[config.mk]
export PLATFORM = sky130hd
export DESIGN_NAME = fides_ti_sublayer
export DESIGN_NICKNAME = d
export VERILOG_FILES = /design/src/rtl/fides_ti_pkg.sv /design/src/rtl/fides_ti_sbox.sv /design/src/rtl/fides_ti_sublayer.sv
export SDC_FILE = /design/constraint.sdc
export NUM_CORES = 1
export LEC_CHECK = 0
export BUFFER_PORTS_ARGS = -buffer_cell sky130_fd_sc_hd__buf_2
export CAP_MARGIN = 20
export CELL_PAD_IN_SITES_DETAIL_PLACEMENT = 0
export CELL_PAD_IN_SITES_GLOBAL_PLACEMENT = 1
export CORE_AREA = 2 2 513 515
export CTS_CLUSTER_SIZE = 28
export DETAILED_ROUTE_END_ITERATION = 7
export DIE_AREA = 0 0 515 517
export PLACE_DENSITY_LB_ADDON = 0.1
export SETUP_SLACK_MARGIN = 0.3
export SYNTH_ARGS = -nofsm -noshare
export SYNTH_HDL_FRONTEND = slang
export SYNTH_SLANG_ARGS = --single-unit
[constraint.sdc]
create_clock -name clk -period 2 [get_ports clk]
set_input_delay 0.2 -clock clk [delete_from_list [all_inputs] [get_ports clk]]
set_output_delay 0.2 -clock clk [all_outputs]
set_load 0.01 [all_outputs]
[src/rtl/fides_ti_pkg.sv]
// Shared constants, FSM state type and S-box data for the FIDES threshold
// S-box layer. The share functions are built from the algebraic normal form
// of the S-box, derived here from the lookup table.
package fides_ti_pkg;

  localparam int NSBOX = 32;
  localparam int SW    = 5;

  typedef enum logic [1:0] {
    ST_IDLE = 2'd0,
    ST_RUN  = 2'd1,
    ST_HOLD = 2'd2
  } state_t;

  // S-box lookup table, entry 0 first.
  localparam logic [0:31][4:0] SBOX_TBL = {
    5'd1,  5'd0,  5'd25, 5'd26, 5'd17, 5'd29, 5'd21, 5'd27,
    5'd20, 5'd5,  5'd4,  5'd23, 5'd14, 5'd18, 5'd2,  5'd28,
    5'd15, 5'd8,  5'd6,  5'd3,  5'd13, 5'd7,  5'd24, 5'd16,
    5'd30, 5'd9,  5'd31, 5'd10, 5'd22, 5'd12, 5'd11, 5'd19
  };

  // Moebius transform: entry m is the output-bit coefficient vector of the
  // monomial whose variables are the set bits of m.
  function automatic logic [0:31][4:0] calc_anf();
    logic [0:31][4:0] a;
    a = SBOX_TBL;
    for (int b = 0; b < 5; b++) begin
      for (int x = 0; x < 32; x++) begin
        if (((x >> b) & 1) == 1) begin
          a[5'(x)] = a[5'(x)] ^ a[5'(x - (1 << b))];
        end
      end
    end
    return a;
  endfunction

  localparam logic [0:31][4:0] SBOX_ANF = calc_anf();

  // Lowest share index not used by a term touching shares s and t.
  function automatic int share_owner(input int s, input int t);
    if (s != 0 && t != 0) return 0;
    if (s != 1 && t != 1) return 1;
    return 2;
  endfunction

  // Output share 'own' (0..3) from the three other input shares in
  // ascending index order. The S-box is quadratic, so every expanded term
  // touches at most two shares and is owned by a share it does not touch;
  // share 'own' is therefore never needed.
  function automatic logic [4:0] ti_share(input int own, input logic [4:0] a,
                                          input logic [4:0] b, input logic [4:0] c);
    logic [3:0][4:0] x;
    logic [4:0]      y;
    logic [4:0]      coef;
    int              k;
    k = 0;
    x = '0;
    for (int s = 0; s < 4; s++) begin
      if (s != own) begin
        x[2'(s)] = (k == 0) ? a : ((k == 1) ? b : c);
        k++;
      end
    end
    y = (own == 0) ? SBOX_ANF[0] : 5'd0;
    for (int v = 0; v < 5; v++) begin
      coef = SBOX_ANF[5'(1 << v)];
      for (int s = 0; s < 4; s++) begin
        if (share_owner(s, s) == own) y = y ^ (coef & {5{x[2'(s)][3'(v)]}});
      end
    end
    for (int v = 0; v < 4; v++) begin
      for (int w = v + 1; w < 5; w++) begin
        coef = SBOX_ANF[5'((1 << v) | (1 << w))];
        for (int s = 0; s < 4; s++) begin
          for (int t = 0; t < 4; t++) begin
            if (share_owner(s, t) == own)
              y = y ^ (coef & {5{x[2'(s)][3'(v)] & x[2'(t)][3'(w)]}});
          end
        end
      end
    end
    return y;
  endfunction

endpackage

[src/rtl/fides_ti_sbox.sv]
// Four-share threshold S-box slice: input-share register R1, four
// non-complete share functions, output register R2. Optional mask refresh
// on the R2 capture when FIDES_SUB_REFRESH_EN is defined.
module fides_ti_sbox #(
  parameter int SW = 5
) (
  input  logic          clk,
  input  logic          rst_n,
  input  logic          i_en,
  input  logic [SW-1:0] i_x1,
  input  logic [SW-1:0] i_x2,
  input  logic [SW-1:0] i_x3,
  input  logic [SW-1:0] i_x4,
  input  logic [0:14]   i_rnd,
  output logic [SW-1:0] o_y1,
  output logic [SW-1:0] o_y2,
  output logic [SW-1:0] o_y3,
  output logic [SW-1:0] o_y4
);
  import fides_ti_pkg::*;

  logic [SW-1:0] r_r1 [4];
  logic [SW-1:0] r_r2 [4];
  logic [SW-1:0] w_x  [4];
  logic [SW-1:0] w_y  [4];
  logic [SW-1:0] w_m  [4];

  assign w_x[0] = i_x1;
  assign w_x[1] = i_x2;
  assign w_x[2] = i_x3;
  assign w_x[3] = i_x4;

  // Share i never sees input share i.
  assign w_y[0] = ti_share(0, r_r1[1], r_r1[2], r_r1[3]);
  assign w_y[1] = ti_share(1, r_r1[0], r_r1[2], r_r1[3]);
  assign w_y[2] = ti_share(2, r_r1[0], r_r1[1], r_r1[3]);
  assign w_y[3] = ti_share(3, r_r1[0], r_r1[1], r_r1[2]);

`ifdef FIDES_SUB_REFRESH_EN
  // Remask: three fresh masks plus their XOR keep the unshared value intact.
  assign w_m[0] = w_y[0] ^ i_rnd[0:4];
  assign w_m[1] = w_y[1] ^ i_rnd[5:9];
  assign w_m[2] = w_y[2] ^ i_rnd[10:14];
  assign w_m[3] = w_y[3] ^ i_rnd[0:4] ^ i_rnd[5:9] ^ i_rnd[10:14];
`else
  logic w_unused_rnd;
  assign w_unused_rnd = ^i_rnd;
  assign w_m[0] = w_y[0];
  assign w_m[1] = w_y[1];
  assign w_m[2] = w_y[2];
  assign w_m[3] = w_y[3];
`endif

  for (genvar g = 0; g < 4; g++) begin : g_share
    // R1 takes the current slice, R2 the share-function results, while enabled.
    always_ff @(posedge clk or negedge rst_n) begin
      if (!rst_n) begin
        r_r1[g] <= '0;
        r_r2[g] <= '0;
      end else if (i_en) begin
        r_r1[g] <= w_x[g];
        r_r2[g] <= w_m[g];
      end
    end
  end

  assign o_y1 = r_r2[0];
  assign o_y2 = r_r2[1];
  assign o_y3 = r_r2[2];
  assign o_y4 = r_r2[3];

endmodule

[src/rtl/fides_ti_sublayer.sv]
// FIDES threshold-implemented S-box layer. One slice per cycle streams from
// the input shift registers through the shared S-box into the output shift
// registers. Handshake: a transfer happens on a rising edge where valid and
// ready are both high; in_ready is high only in IDLE, out_valid only in HOLD,
// and out_s* stay stable while out_valid waits for out_ready.
// Optional feature macro: FIDES_SUB_REFRESH_EN (mask refresh in the S-box).
module fides_ti_sublayer #(
  parameter int NSBOX = 32,
  parameter int SW    = 5
) (
  input  logic              clk,
  input  logic              rst_n,
  input  logic              in_valid,
  output logic              in_ready,
  input  logic [0:NSBOX*SW-1] in_s1,
  input  logic [0:NSBOX*SW-1] in_s2,
  input  logic [0:NSBOX*SW-1] in_s3,
  input  logic [0:NSBOX*SW-1] in_s4,
  input  logic [0:14]       rnd,
  output logic              out_valid,
  input  logic              out_ready,
  output logic [0:NSBOX*SW-1] out_s1,
  output logic [0:NSBOX*SW-1] out_s2,
  output logic [0:NSBOX*SW-1] out_s3,
  output logic [0:NSBOX*SW-1] out_s4,
  output logic              busy,
  output logic [1:0]        dbg_state
);
  import fides_ti_pkg::*;

  localparam int W  = NSBOX * SW;
  localparam int CW = $clog2(NSBOX + 2);
  // Slice k leaves R2 on RUN edge k+3; the last one on edge NSBOX+2.
  localparam logic [CW-1:0] C_OUT0 = CW'(2);
  localparam logic [CW-1:0] C_DONE = CW'(NSBOX + 1);

  state_t        r_state;
  state_t        w_next;
  logic [CW-1:0] r_cnt;
  logic [0:W-1]  r_in  [4];
  logic [0:W-1]  r_out [4];
  logic [0:W-1]  w_in  [4];
  logic [SW-1:0] w_res [4];
  logic          w_accept;
  logic          w_run;
  logic          w_shift_out;

  assign w_in[0] = in_s1;
  assign w_in[1] = in_s2;
  assign w_in[2] = in_s3;
  assign w_in[3] = in_s4;

  // Next state and handshake outputs.
  always_comb begin
    w_next    = r_state;
    in_ready  = 1'b0;
    out_valid = 1'b0;
    busy      = 1'b1;
    case (r_state)
      ST_IDLE: begin
        in_ready = 1'b1;
        busy     = 1'b0;
        if (in_valid) w_next = ST_RUN;
      end
      ST_RUN: begin
        if (r_cnt == C_DONE) w_next = ST_HOLD;
      end
      ST_HOLD: begin
        out_valid = 1'b1;
        if (out_ready) w_next = ST_IDLE;
      end
      default: w_next = ST_IDLE;
    endcase
  end

  assign w_accept    = (r_state == ST_IDLE) && in_valid;
  assign w_run       = (r_state == ST_RUN);
  assign w_shift_out = w_run && (r_cnt >= C_OUT0);
  assign dbg_state   = r_state;

  // State register and RUN cycle counter.
  always_ff @(posedge clk or negedge rst_n) begin
    if (!rst_n) begin
      r_state <= ST_IDLE;
      r_cnt   <= '0;
    end else begin
      r_state <= w_next;
      r_cnt   <= w_run ? r_cnt + CW'(1) : '0;
    end
  end

  for (genvar g = 0; g < 4; g++) begin : g_shreg
    // Input shares load on accept and move one slice toward index 0 per RUN
    // cycle; results enter the output shares at the high-index end.
    always_ff @(posedge clk or negedge rst_n) begin
      if (!rst_n) begin
        r_in[g]  <= '0;
        r_out[g] <= '0;
      end else begin
        if (w_accept)  r_in[g]  <= w_in[g];
        else if (w_run) r_in[g] <= {r_in[g][SW:W-1], {SW{1'b0}}};
        if (w_shift_out) r_out[g] <= {r_out[g][SW:W-1], w_res[g]};
      end
    end
  end

  fides_ti_sbox #(.SW(SW)) u_sbox (
    .clk   (clk),
    .rst_n (rst_n),
    .i_en  (w_run),
    .i_x1  (r_in[0][0:SW-1]),
    .i_x2  (r_in[1][0:SW-1]),
    .i_x3  (r_in[2][0:SW-1]),
    .i_x4  (r_in[3][0:SW-1]),
    .i_rnd (rnd),
    .o_y1  (w_res[0]),
    .o_y2  (w_res[1]),
    .o_y3  (w_res[2]),
    .o_y4  (w_res[3])
  );

  assign out_s1 = r_out[0];
  assign out_s2 = r_out[1];
  assign out_s3 = r_out[2];
  assign out_s4 = r_out[3];

endmodule
==> results.yml <==
job:
  drv_cap: 0
pwr:
  power_frac_seq_pct: 33.8
  p_leak_nw: 16.5
  power_frac_clock_pct: 28.0
  switching_share_pct: 36.2
  ir_worst_vdd_uv: 617
  p_per_area_nw_per_um2: 1360
  intPower_mw: 30.3
  p_comb_share_pct: 38.2
  power.switching_mw: 17.2
synthesis:
  synth_flop_cell: "dfrtp_1"
  ys_seq_elements: 437
  synthesis.area_um2: 21200
  synth_cells: 2046
  synthArstFlopShare_pct: 100
  synth_edf_count: 0
  synth_warnings: 0
  avgSynthCellArea_um2: 10.4
  ys_types: 30
  synth-seq-area-share_pct: 51.5
floorplanning:
  pin_count: 1304
  die_x_um: 515
  dieArea_um2: 266000
  fp.dieH_um: 517
  fp-row-count: 188
  initial_utilization_pct: 8.13
  core_area_um2: 261000
critical_path:
  cp-start-kind: "register"
  arrival_ps: 2410
  crit_top_cell: "buf_12"
  path_cells: "buf_6, nor3b_4, buf_6, nor2_4, buf_12, buf_12, buf_12, clkbuf_16, nand2_1, nand2_1"
  end_kind: "register"
  crit_path_max_incr_delay_ps: 480
  path_class: "register to register"
  critPathRequiredTime_ps: 2560
  cp_slowest_cell: "dfrtp_2"
  path_max_fanout: 7
  r2r_cells: 10
route:
  vias: 16500
  avgRoutedWirePerCell_um: 16.6
  drc: 0
  drt_first_iter_violations: 628
  drt-total-wl_um: 106000
  ant_nets: 0
  vias_per_cell: 2.60
  drt_first_pass_iters: 4
placement:
  hpwl_um: 67300
  port-buffer-count: 424
  gp_congestion: 0.647
sta:
  tightest_slew_ps: 544
  hold_viol: 0
  max_slew_margin_pct: 63.7
  whs_ps: 212
  maxSlewViolCount: 0
  min_period_over_period_pct: 92.6
  setup_viol: 0
  fmax_mhz: 540
  clock_skew_ps: 29.1
  fin_tns_setup_ps: 0
  fin_crit_ps: 1850
  rsz0062_at_grt: "true"
min_path:
  hp-class: "input port to async pin"
clock_network:
  cts_tree: "done"
  clk_pin_slew_ps: 60
  clock_latency_ps: 680
  clock_path_buffers: 3
  cts_made_buffers: 71
  htreeDepth: 3
  cts-root-buf: "clkbuf_16"
  clkSinkCount: 437
cells_and_area:
  drive_above_1_share_pct: 35.1
  area_growth_pct: 64.3
  nNetsFinal: 3539
global_routing:
  grt_start_max_net_pins: 76
  grt_pass1_vias: 16900
  grt.total_usage_pct: 7.14
  grt_pass1_wl_um: 135000
  antenna_found_initial: 47
  gr-total-overflow: 0
status:
  outcome: "finished clean"
==> cells by family after synthesis <==
kind of cell	Yosys count	synth area share (%)
compound gates	272	9.51
xor+xnor	15	0.619
fa+ha+maj	3	0.177
buf+inv	591	19.5
flops	437	51.5
mux	160	8.49
other cells	1	0.0177
simple gates	567	10.2
==> cells in the final DEF, fill, tap and decap left out, types with 11 or more instances in the layout <==
cell type | Yosys | routed
mux2_4 | 0 | 119
buf_6 | 11 | 28
buf_12 | 0 | 37
clkbuf_8 | 0 | 20
dlygate4sd3_1 | 0 | 258
buf_16 | 0 | 37
buf_2 | 25 | 419
clkbuf_16 | 0 | 104
clkbuf_1 | 61 | 12
a22oi_2 | 0 | 30
o21ai_0 | 14 | 14
dfrtp_1 | 437 | 435
diode_2 | 0 | 20
nand2_2 | 0 | 88
mux2_2 | 60 | 32
a22oi_1 | 248 | 218
nand2_1 | 546 | 432
nand2_4 | 0 | 26
conb_1 | 1 | 480
xnor2_1 | 11 | 11
buf_4 | 480 | 40
==> cell usage after synthesis, types with 3 or more instances <==
library cell | number | share of area (%)
ha_1 | 3 | 0.18
xnor2_1 | 11 | 0.45
dfrtp_1 | 437 | 52
buf_1 | 9 | 0.16
buf_4 | 480 | 17
o21ai_0 | 14 | 0.33
nand2_1 | 546 | 9.7
xor2_1 | 4 | 0.17
mux2_2 | 60 | 3.2
a22oi_1 | 248 | 8.8
nor2_1 | 11 | 0.19
buf_6 | 11 | 0.58
buf_2 | 25 | 0.59
nand3_1 | 3 | 0.071
mux2_1 | 100 | 5.3
inv_1 | 5 | 0.088
clkbuf_1 | 61 | 1.1
==> registers in the layout (all words and copies together), names as in the netlist <==
signal and count:
dbg_state 2, u_sbox.r_r1 8, r_cnt 6, u_sbox.o_y3 5
out_s3 160, r_in 256
==> worst paths after layout <==
path	start	end	slack [ps]
min in group clk	in_s2[126]	r_in[353]$_DFFE_PN0P_	260
worst min register to register	r_in[382]$_DFFE_PN0P_	r_in[382]$_DFFE_PN0P_	470
worst min-delay path	rst_n	out_s3[10]$_DFFE_PN0P_	210
max in group asynchronous	rst_n	r_in[585]$_DFFE_PN0P_	1250
worst max register to register	dbg_state[1]$_DFFE_PN0P_	r_in[453]$_DFFE_PN0P_	150
worst max-delay path	dbg_state[1]$_DFFE_PN0P_	r_in[453]$_DFFE_PN0P_	150
==> power by group through the flow <==
stage	clock network, mW	logic (mW)	registers (mW)
6_report	13.3	18.2	16.1
5_1_grt	14.4	20.0	16.7
4_1_cts	14.2	14.4	15.9
3_5_place_dp	0	13.0	16.0
3_3_place_gp	0	13.0	16.1
2_1_floorplan	0	7.81	15.2
==> per-stage QoR <==
step | power (mW) | area (um^2) | std cells | util [%] | worst slack (ps)
after floorplan | 23.0 | 23000 | 2525 | - | 316
final | 47.6 | 34900 | 6370 | 13.4 | 149
after detailed placement | 29.0 | 26300 | 5858 | 10.1 | -45.7
after global placement | 29.0 | 26300 | 5858 | 10.1 | -41.9
after CTS | 44.5 | 32600 | 6293 | 12.5 | 59.6
after global routing | 51.0 | 34800 | 6363 | 13.3 | 40.3
==> final cells by class <==
cell class | instances | area (um^2)
sequential | 437 | 10900
timing repair buffer | 865 | 8140
antenna | 20 | 50.0
clock inverter | 22 | 299
inverter | 5 | 18.8
tap | 3420 | 4280
clock buffer | 104 | 2120
fill | 29700 | 226000
multi-input combinational | 1497 | 9020
==> worst max-delay path, delay by kind of cell, from the launching register on <==
family,cells,cell delay (ps)
DFF,1,480
and+or+nand+nor,4,370
buffers and inverters,6,870
==> repair_timing <==
item                                    CTS  global route
hold buffers                            259             0
endpoints found under the hold margin   557             0
endpoints found under the setup margin  422           420
resized for setup                        97           304
pin swaps                                28            55
setup buffers                            27            14
gates cloned                             23            43
==> routing by layer <==
metal | part of all wire (%) | GRT usage (%) | vias up
met5 | 0.30 | 0 | -
met4 | 2.1 | 1.94 | 50
met3 | 7.0 | 2.72 | 144
met2 | 46 | 11.2 | 627
met1 | 44 | 9.10 | 8092
li1 | - | - | 7629
(Power assumes the default switching activity.)
